$ cat src/rtl/run_ctrl.sv
`default_nettype none
// ============================================================================
//  Module   : run_ctrl
//  Purpose  : Button debouncer plus CPU run/program/halt mode controller.
//             Raw buttons are synchronized and debounced; rising-edge pulses
//             of the start/program/step channels drive a small mode FSM whose
//             state decodes into CPU clock enable, CPU reset and UART
//             programmer reset.
//  Options  : define RUN_CTRL_SINGLE_STEP_EN to build the HALT mode and the
//             single-step clock-enable pulse; without it STEP is ignored.
//  Revision : 1.0 - initial release
// ============================================================================
module run_ctrl #(
  parameter int              NBTN      = 5,
  parameter int              DEB_W     = 20,
  parameter logic [DEB_W-1:0] DEB_MAX  = 20'd500000,
  parameter int              BTN_START = 3,
  parameter int              BTN_PROG  = 2,
  parameter int              BTN_STEP  = 1
) (
  input  logic            clock,
  input  logic            rst_n,
  input  logic [NBTN-1:0] button,
  input  logic            upg_done_i,
  output logic [NBTN-1:0] btn_level,
  output logic [NBTN-1:0] btn_pulse,
  output logic            cpu_ce,
  output logic            cpu_rst_o,
  output logic            upg_rst_o,
  output logic [1:0]      state_o
);

  // Mode encoding doubles as the externally visible state code.
  localparam logic [1:0] ST_IDLE = 2'b00;
  localparam logic [1:0] ST_PROG = 2'b01;
  localparam logic [1:0] ST_RUN  = 2'b10;
`ifdef RUN_CTRL_SINGLE_STEP_EN
  localparam logic [1:0] ST_HALT = 2'b11;
`endif

  // Counter value on which the debounced level flips.
  localparam logic [DEB_W-1:0] DEB_LAST = DEB_MAX - 1'b1;

  logic [NBTN-1:0] sync1;
  logic [NBTN-1:0] sync2;

  // Two-flop synchronizer for every raw button.
  always_ff @(posedge clock) begin
    if (!rst_n) begin
      sync1 <= '0;
      sync2 <= '0;
    end else begin
      sync1 <= button;
      sync2 <= sync1;
    end
  end

  generate
    for (genvar i = 0; i < NBTN; i++) begin : g_chan
      logic [DEB_W-1:0] cnt;
      logic             lvl;
      logic             pls;

      // Count consecutive cycles of disagreement; flip the level once the
      // synced input has differed for DEB_MAX cycles. Rising flips pulse.
      always_ff @(posedge clock) begin
        if (!rst_n) begin
          cnt <= '0;
          lvl <= 1'b0;
          pls <= 1'b0;
        end else begin
          pls <= 1'b0;
          if (sync2[i] == lvl) begin
            cnt <= '0;
          end else if (cnt == DEB_LAST) begin
            cnt <= '0;
            lvl <= ~lvl;
            pls <= ~lvl;
          end else begin
            cnt <= cnt + 1'b1;
          end
        end
      end

      assign btn_level[i] = lvl;
      assign btn_pulse[i] = pls;
    end
  endgenerate

  logic done_s1;
  logic done_s2;
  logic done_s3;
  logic armed;
  logic done_rise;

  // Cross the programmer done level into this domain and keep one history
  // flop for edge detection; 'armed' masks the first edge after reset.
  always_ff @(posedge clock) begin
    if (!rst_n) begin
      done_s1 <= 1'b0;
      done_s2 <= 1'b0;
      done_s3 <= 1'b0;
      armed   <= 1'b0;
    end else begin
      done_s1 <= upg_done_i;
      done_s2 <= done_s1;
      done_s3 <= done_s2;
      armed   <= 1'b1;
    end
  end

  assign done_rise = armed & done_s2 & ~done_s3;

  logic       prog_p;
  logic       start_p;
  logic [1:0] state;
  logic [1:0] state_next;

  assign prog_p  = btn_pulse[BTN_PROG];
  assign start_p = btn_pulse[BTN_START];

`ifdef RUN_CTRL_SINGLE_STEP_EN
  logic step_p;
  logic step_q;
  logic step_next;

  assign step_p = btn_pulse[BTN_STEP];
  // A lone STEP pulse while halted grants exactly one enabled CPU cycle.
  assign step_next = (state == ST_HALT) & step_p & ~prog_p & ~start_p;
`endif

  // State register (and the single-step flop when built).
  always_ff @(posedge clock) begin
    if (!rst_n) begin
      state  <= ST_IDLE;
`ifdef RUN_CTRL_SINGLE_STEP_EN
      step_q <= 1'b0;
`endif
    end else begin
      state  <= state_next;
`ifdef RUN_CTRL_SINGLE_STEP_EN
      step_q <= step_next;
`endif
    end
  end

  // Next-state selection; PROG outranks START, which outranks STEP.
  always_comb begin
    state_next = state;
    case (state)
      ST_IDLE: begin
        if (prog_p)       state_next = ST_PROG;
        else if (start_p) state_next = ST_RUN;
      end
      ST_PROG: begin
        if (prog_p || done_rise) state_next = ST_IDLE;
      end
      ST_RUN: begin
        if (prog_p)       state_next = ST_PROG;
`ifdef RUN_CTRL_SINGLE_STEP_EN
        else if (step_p)  state_next = ST_HALT;
`endif
      end
`ifdef RUN_CTRL_SINGLE_STEP_EN
      ST_HALT: begin
        if (prog_p)       state_next = ST_PROG;
        else if (start_p) state_next = ST_RUN;
      end
`endif
      default: state_next = ST_IDLE;
    endcase
  end

  // Output decode straight from the state register.
  always_comb begin
    cpu_ce    = 1'b0;
    cpu_rst_o = 1'b1;
    upg_rst_o = 1'b1;
    case (state)
      ST_IDLE: begin
        cpu_ce    = 1'b0;
        cpu_rst_o = 1'b1;
        upg_rst_o = 1'b1;
      end
      ST_PROG: begin
        cpu_ce    = 1'b0;
        cpu_rst_o = 1'b1;
        upg_rst_o = 1'b0;
      end
      ST_RUN: begin
        cpu_ce    = 1'b1;
        cpu_rst_o = 1'b0;
        upg_rst_o = 1'b1;
      end
`ifdef RUN_CTRL_SINGLE_STEP_EN
      ST_HALT: begin
        cpu_ce    = step_q;
        cpu_rst_o = 1'b0;
        upg_rst_o = 1'b1;
      end
`endif
      default: begin
        cpu_ce    = 1'b0;
        cpu_rst_o = 1'b1;
        upg_rst_o = 1'b1;
      end
    endcase
  end

  assign state_o = state;

endmodule
`default_nettype wire

$ cat config.mk
export PLATFORM = sky130hd
export DESIGN_NAME = run_ctrl
export DESIGN_NICKNAME = d
export VERILOG_FILES = /design/src/rtl/run_ctrl.sv
export SDC_FILE = /design/constraint.sdc
export NUM_CORES = 1
export LEC_CHECK = 0
export ABC_AREA = 1
export ABC_CLOCK_PERIOD_IN_PS = 3100
export BUFFER_PORTS_ARGS = -buffer_cell sky130_fd_sc_hd__buf_2
export CORE_UTILIZATION = 41
export CTS_BUF_LIST = sky130_fd_sc_hd__clkbuf_2 sky130_fd_sc_hd__clkbuf_4 sky130_fd_sc_hd__clkbuf_8
export DETAILED_ROUTE_END_ITERATION = 10
export PLACE_DENSITY = 0.66
export SLEW_MARGIN = 10
export SYNTH_ARGS = -nofsm -noshare
export SYNTH_HDL_FRONTEND = slang
export SYNTH_SLANG_ARGS = --single-unit
$ cat constraint.sdc
create_clock -name clock -period 3.1 [get_ports clock]
set_clock_uncertainty 0.1 [all_clocks]
set_input_delay 0.31 -clock clock [delete_from_list [all_inputs] [get_ports clock]]
set_output_delay 0.31 -clock clock [all_outputs]
set_load 0.01 [all_outputs]
==> results.txt, run 1 <==
status: finished with violations
violated checks: design-rule violations
sw frac: 19.6%
chip height: 125 µm
Int Power: 0.00264 W
htree depth: 4
pwr/cell area: 474 nW/µm²
Final Hold Vio Count: 0
Worst VDD drop: 0.283 mV
CORE AREA: 14600 µm²
gr busiest metal: met2
Pre-Repair DR Iteration Count: 8
total die area: 15600 µm²
library cells used by synthesis: 28
Synth Area in Compound Gates: 5.36%
ANT nets after route: 0
Setup Viol. Count Final: 0
layout cell share with drive strength beyond 1: 7.24%
top cells by area, synth: dfxtp_1 41%, nand2_1 15%, nor2_1 13%
Final Wtd Congestion: 0.878
type of the worst setup path: register to register
reg-to-reg setup timing slack: 1.01 ns
overall routed net length: 12500 µm
vias per std cell: 4.64
clk buf depth: 2
Critical Path End Type: register
CTS tree: done
Mapped Avg Cell Area: 6.60 µm²
syn nets: 953
Comb pwr share: 1.3%
Post-synth top cells: 250 x nand2_1, 210 x nor2_1, 126 x dfxtp_1
Crit path required time: 3.30 ns
clk sinks: 126
Tightest Hold Check Type: input pin to register
EDFF count, synth: 0
Chip Width: 125 µm
Leak Pwr: 2.41 nW
most frequent cell after synthesis: nand2_1
Switch Pwr: 0.000642 W
ys async rst share: 0%
P&R area growth vs syn: 11.5%
# rows: 44
Worst-Skew Late Latency: 0.44 ns
number of global-route vias before repair: 4994
vias: 5398
largest family of logic cells by synthesized area: simple AND/OR/NAND/NOR gates
GR Overflow Total: 0
simple-gate portion of the synthesized area: 38.2%
Post-route DRC: 4
area of the mapped netlist: 6210 µm²
first-pass GRT wire length: 22300 µm
nets: 981
total of max-cap violations: 0
Seq cells post-synth: 126
wire per inst: 10.7 µm
fin crit period: 2.09 ns
ANT cells: 0
Slew @ Worst Pin: 0.692 ns
I/O Pins: 23
final worst path period share: 67.5%
Tot GR Track Use: 17.6%
clock share of power: 48.9%
Starting Density: 42.4%
GR Util met1: 22.4%
synth warn: 0
Final Slew Violations: 0
post-route cell area: 6920 µm²
xor and xnor area share after synthesis: 5.50%
clk root buf: clkbuf_8
clk slew on worst S/H paths: 0.08 ns
Seq pwr share: 49.8%
M3 GR Usage: 5.26%
initial antenna violation count: 0
Rel. slew slack: 53.8%
initial DRC count: 400
part of the Yosys area used for sequential elements: 40.6%
cts bufs inserted: 17
Synth Instances: 940
multiplexer share of the synthesized area: 0%
Detailed Place HPWL: 9240 µm
Synth top area share: 40.6%
Primary FF master, synth: dfxtp_1
Post-Route Setup TNS: 0 ns
Yosys top cell by area: dfxtp_1
maximum clock frequency: 478 MHz
Worst EP arrival: 2.29 ns
Port Buffer Count: 22
CP startpoint kind: register
maximum fanout count along the critical path: 20
unrepaired setup endpoints after global routing: false
pin count of the biggest net entering global routing: 21
placed cell area: 6410 µm²
Synth Area in Adders: 1.01%
GR Layer Usage met2: 27.8%
[stage by stage]
| step | std cells | hold slack, ns | util (%) | setup slack (ns) | power, W |
|---|---|---|---|---|---|
| finish | 1164 | 0.0995 | 47.2 | 1.01 | 0.00328 |
| global route | 1164 | 0.0807 | 47.2 | 0.670 | 0.00340 |
| CTS | 1164 | 0.0752 | 47.2 | 0.981 | 0.00333 |
| detailed placement | 1127 | 0.299 | 43.8 | 0.988 | 0.00171 |
| global placement | 1127 | 0.292 | 43.8 | 1.08 | 0.00171 |
| floorplan | 940 | 0.238 | - | 1.58 | 0.00170 |
[metal layers]
layer,share of wire [%],routed length (µm)
met5,0,0
met3,3.8,475
met1,50,6300
met2,44,5500
met4,1.6,205
[logic make-up after synthesis]
group,count (synthesis)
AOI/OAI and AO/OA,61
xor gates and xnor gates,39
adders and majority gates,5
buffers and inverters,135
DFF,126
and+or+nand+nor,574
[final timing paths]
kind | start | depth (start not counted) | end
worst max-delay path | g_chan[3].cnt[0] | 6 | g_chan[3].cnt[12]
worst min-delay path | rst_n | 1 | armed
worst max register to register | g_chan[3].cnt[0] | 6 | g_chan[3].cnt[12]
worst min register to register | sync1[2] | 2 | sync2[2]
[cell usage in the layout (no fill, tap or decap), types with 6 or more instances in the layout]
cell type / count
nor3_1: 15
clkbuf_8: 21
dfxtp_1: 126
nand4_1: 18
xor2_1: 29
nand3b_1: 7
a21oi_1: 40
nor2_1: 210
nand3_1: 55
buf_2: 22
nand2_1: 250
o21ai_0: 13
xnor2_1: 10
inv_1: 115
or2_2: 11
dlygate4sd3_1: 6
[power by group through the flow]
stage / registers, W / logic [W] / clock network (W)
3_5_place_dp: 0.00167 / 0.0000383 / 0
4_1_cts: 0.00163 / 0.0000441 / 0.00165
5_1_grt: 0.00163 / 0.0000509 / 0.00172
3_3_place_gp: 0.00167 / 0.0000376 / 0
6_report: 0.00163 / 0.0000433 / 0.00160
2_1_floorplan: 0.00167 / 0.0000277 / 0
[what timing repair did]
item                      CTS  global route
gates resized for setup     0             0
hold endpoints to repair    6             0
setup buffers               0             0
hold buffers                6             0
[worst max-delay path, cell delays in order (launching register included)]
cell,delay (ns)
dfxtp_1,0.40
ha_1,0.30
nand3_1,0.22
nor2_1,0.19
nand3_1,0.12
nand2_1,0.53
nor2_1,0.11
[layout make-up]
type | count | area, µm²
Timing Repair Buffer | 29 | 178
Multi-Input combinational cell | 679 | 3110
Tap cell | 184 | 230
Fill cell | 1471 | 7730
Clock buffer | 25 | 319
Inverter | 115 | 432
Sequential cell | 126 | 2520
Clock inverter | 6 | 130
[registers in the layout, summed over array words and instances, names as in the netlist]
signal,count
armed,1
done_s1,1
done_s2,1
done_s3,1
g_chan.cnt,100
g_chan.lvl,5
g_chan.pls,5
state_o,2
sync1,5
sync2,5
Power figures use the tool's default switching activity.
==> inputs of run 2 (changes only) <==
Settings changed: ABC_CLOCK_PERIOD_IN_PS 3100 to 1700, PLACE_DENSITY 0.66 to 0.68.
Clock period 3.1 ns to 1.7 ns, I/O delays scaled along.
==> results.txt, run 2 (synthesized netlist as in run 1, its figures left out) <==
status: finished with violations
violated checks: design-rule violations
first-pass GRT wire length: 22300 µm (-0.13%)
final core utilization: 47.7% (+0.44 points)
wire per inst: 10.9 µm (+1.3%)
Int Power: 0.00413 W (+56%)
I/O Pins: 23 (unchanged)
ANT cells: 0 (unchanged)
ANT nets after route: 0 (unchanged)
Setup Viol. Count Final: 0 (unchanged)
Slew @ Worst Pin: 0.383 ns (-0.309 ns)
Final Slew Violations: 0 (unchanged)
Final Hold Vio Count: 0 (unchanged)
cts bufs inserted: 17 (unchanged)
Hold Path Origin: sync1[0]
nets: 1002 (+2.1%)
Comb pwr share: 1.8% (+0.5 points)
overall routed net length: 12800 µm (+2.7%)
Hold Slack: 0.307 ns (+0.208 ns)
type of the worst setup path: register to register
Seq pwr share: 56.9% (+7.1 points)
maximum clock frequency: 635 MHz (+33%)
clk buf depth: 2 (unchanged)
Starting Density: 42.4% (unchanged)
pwr/cell area: 749 nW/µm² (+58%)
vias: 5599 (+3.7%)
Tightest Hold Check Type: register to register
pin count of the biggest net entering global routing: 19 (-9.5%)
P&R area growth vs syn: 12.5%
CORE AREA: 14600 µm² (unchanged)
most frequent cells in the layout: 250 x nand2_1, 206 x nor2_1, 126 x dfxtp_1, 115 x inv_1, 55 x nand3_1
layout cell share with drive strength beyond 1: 9.14% (+1.9 points)
Pre-Repair DR Iteration Count: 8 (unchanged)
Switch Pwr: 0.00110 W (+72%)
fillers: 1506 (+2.4%)
total of max-cap violations: 0 (unchanged)
Hold Crit Depth: 2 (+1)
CP startpoint kind: register
Post-route DRC: 4 (unchanged)
Worst-Skew Late Latency: 0.44 ns (about the same)
max reg flops: 100 (unchanged)
total die area: 15600 µm² (unchanged)
vias per std cell: 4.74 (+2.3%)
Chip Width: 125 µm (unchanged)
clock share of power: 41.2% (-7.7 points)
maximum fanout count along the critical path: 11 (-45%)
Leak Pwr: 2.44 nW (+1.2%)
post-place setup slack: 0.0752 ns (-0.913 ns)
htree depth: 4 (unchanged)
cell count of the worst reg-to-reg path: 7 (+1)
initial DRC count: 450 (+13%)
chip height: 125 µm (unchanged)
Detailed Place HPWL: 9540 µm (+3.3%)
Crit path required time: 1.93 ns (-1.37 ns)
Reg-to-Reg End: g_chan[2].cnt[17]
worst hold endpoint: sync2[0]
Rel. slew slack: 74.4% (+21 points)
Critical Path End Type: register
Port Buffer Count: 22 (unchanged)
number of global-route vias before repair: 5108 (+2.3%)
clk sinks: 126 (unchanged)
Tot GR Track Use: 17.6% (-0.038 points)
clk slew on worst S/H paths: 0.06 ns (-0.02 ns)
final worst path period share: 92.7% (+25 points)
post-route setup slack: 0.124 ns (-0.883 ns)
GR Overflow Total: 0 (unchanged)
CTS tree: done
largest register by flop count: g_chan.cnt
reg-to-reg setup timing slack: 0.12 ns (-0.88 ns)
commonest non-fill, non-tap cell in the layout: nand2_1
clk root buf: clkbuf_8
fin crit period: 1.58 ns (-0.517 ns)
r2r startpoint: g_chan[2].cnt[0]
sw frac: 21.1% (+1.5 points)
Final Wtd Congestion: 0.884 (+0.74%)
# rows: 44 (unchanged)
Worst EP arrival: 1.80 ns (-0.49 ns)
Worst VDD drop: 0.462 mV (+63%)
initial antenna violation count: 0 (unchanged)
## run 2: changes by cell type in the layout (fill, tap and decap cells not counted), sizes merged
cell	previous run	this run
bufinv	4	0
clkbuf	25	23
clkinv	2	3
buf	23	41
dlygate4sd3	6	9
## run 2: worst max-delay path: stages (launching register included)
cell and delay, ns:
dfxtp_1 0.36, ha_2 0.26, nand3_1 0.15, nor2_1 0.18
nand3_1 0.09, nand2_1 0.10, buf_4 0.18, nor2_1 0.06
## run 2: what timing repair did
| action | 4_1_cts | 5_1_grt |
|---|---|---|
| resized for setup | 0 | 8 |
| endpoints found under the setup margin | 0 | 64 |
| endpoints found under the hold margin | 11 | 0 |
| buffers inserted | 0 | 0 |
| hold buffers | 9 | 0 |
## run 2: layer usage
metal	global-route usage [%]	routed length, µm
met1	22.5	6490
met2	27.9	5630
met3	4.28	436
met4	7.96	258
met5	0	0
## run 2: stage by stage
step / TNS (ns) / instance area, µm² / total power, W / std cells
floorplan: 0 / 6210 / 0.00309 / 940
global placement: 0 / 6560 / 0.00312 / 1145
detailed placement: 0 / 6560 / 0.00313 / 1145
CTS: 0 / 6960 / 0.00531 / 1180
global route: -0.00650 / 6980 / 0.00545 / 1180
finish: 0 / 6980 / 0.00523 / 1180
## run 2: power by group through the flow
stage | sequential, W | clock (W) | combinational, W
finish | 0.00298 | 0.00216 | 0.0000958
global placement | 0.00304 | 0 | 0.0000801
detailed placement | 0.00304 | 0 | 0.0000811
CTS | 0.00298 | 0.00223 | 0.0000966
global route | 0.00298 | 0.00236 | 0.000110
floorplan | 0.00304 | 0 | 0.0000506
## run 2: cell type report
class                   count  area (µm²)  share of cell area [%]
repair buffers             50         355                    5.09
multi-input cells         679        3130                    44.8
clock inverters             3        15.0                   0.215
flip-flops and latches    126        2520                    36.1
well taps                 184         230                    3.30
inverters                 115         432                    6.18
clock buffers              23         298                    4.27
## run 2: worst max-delay path by stage
stage	startpoint	cells after the start	end
2_1_floorplan	g_chan[3].cnt[0]	7	g_chan[3].cnt[13]
3_5_place_dp	g_chan[2].cnt[0]	7	g_chan[2].cnt[15]
5_1_grt	g_chan[2].cnt[0]	7	g_chan[2].cnt[2]
6_report	g_chan[2].cnt[0]	7	g_chan[2].cnt[17]
3_3_place_gp	g_chan[0].cnt[0]	7	g_chan[0].cnt[10]
4_1_cts	g_chan[2].cnt[0]	7	g_chan[2].cnt[17]
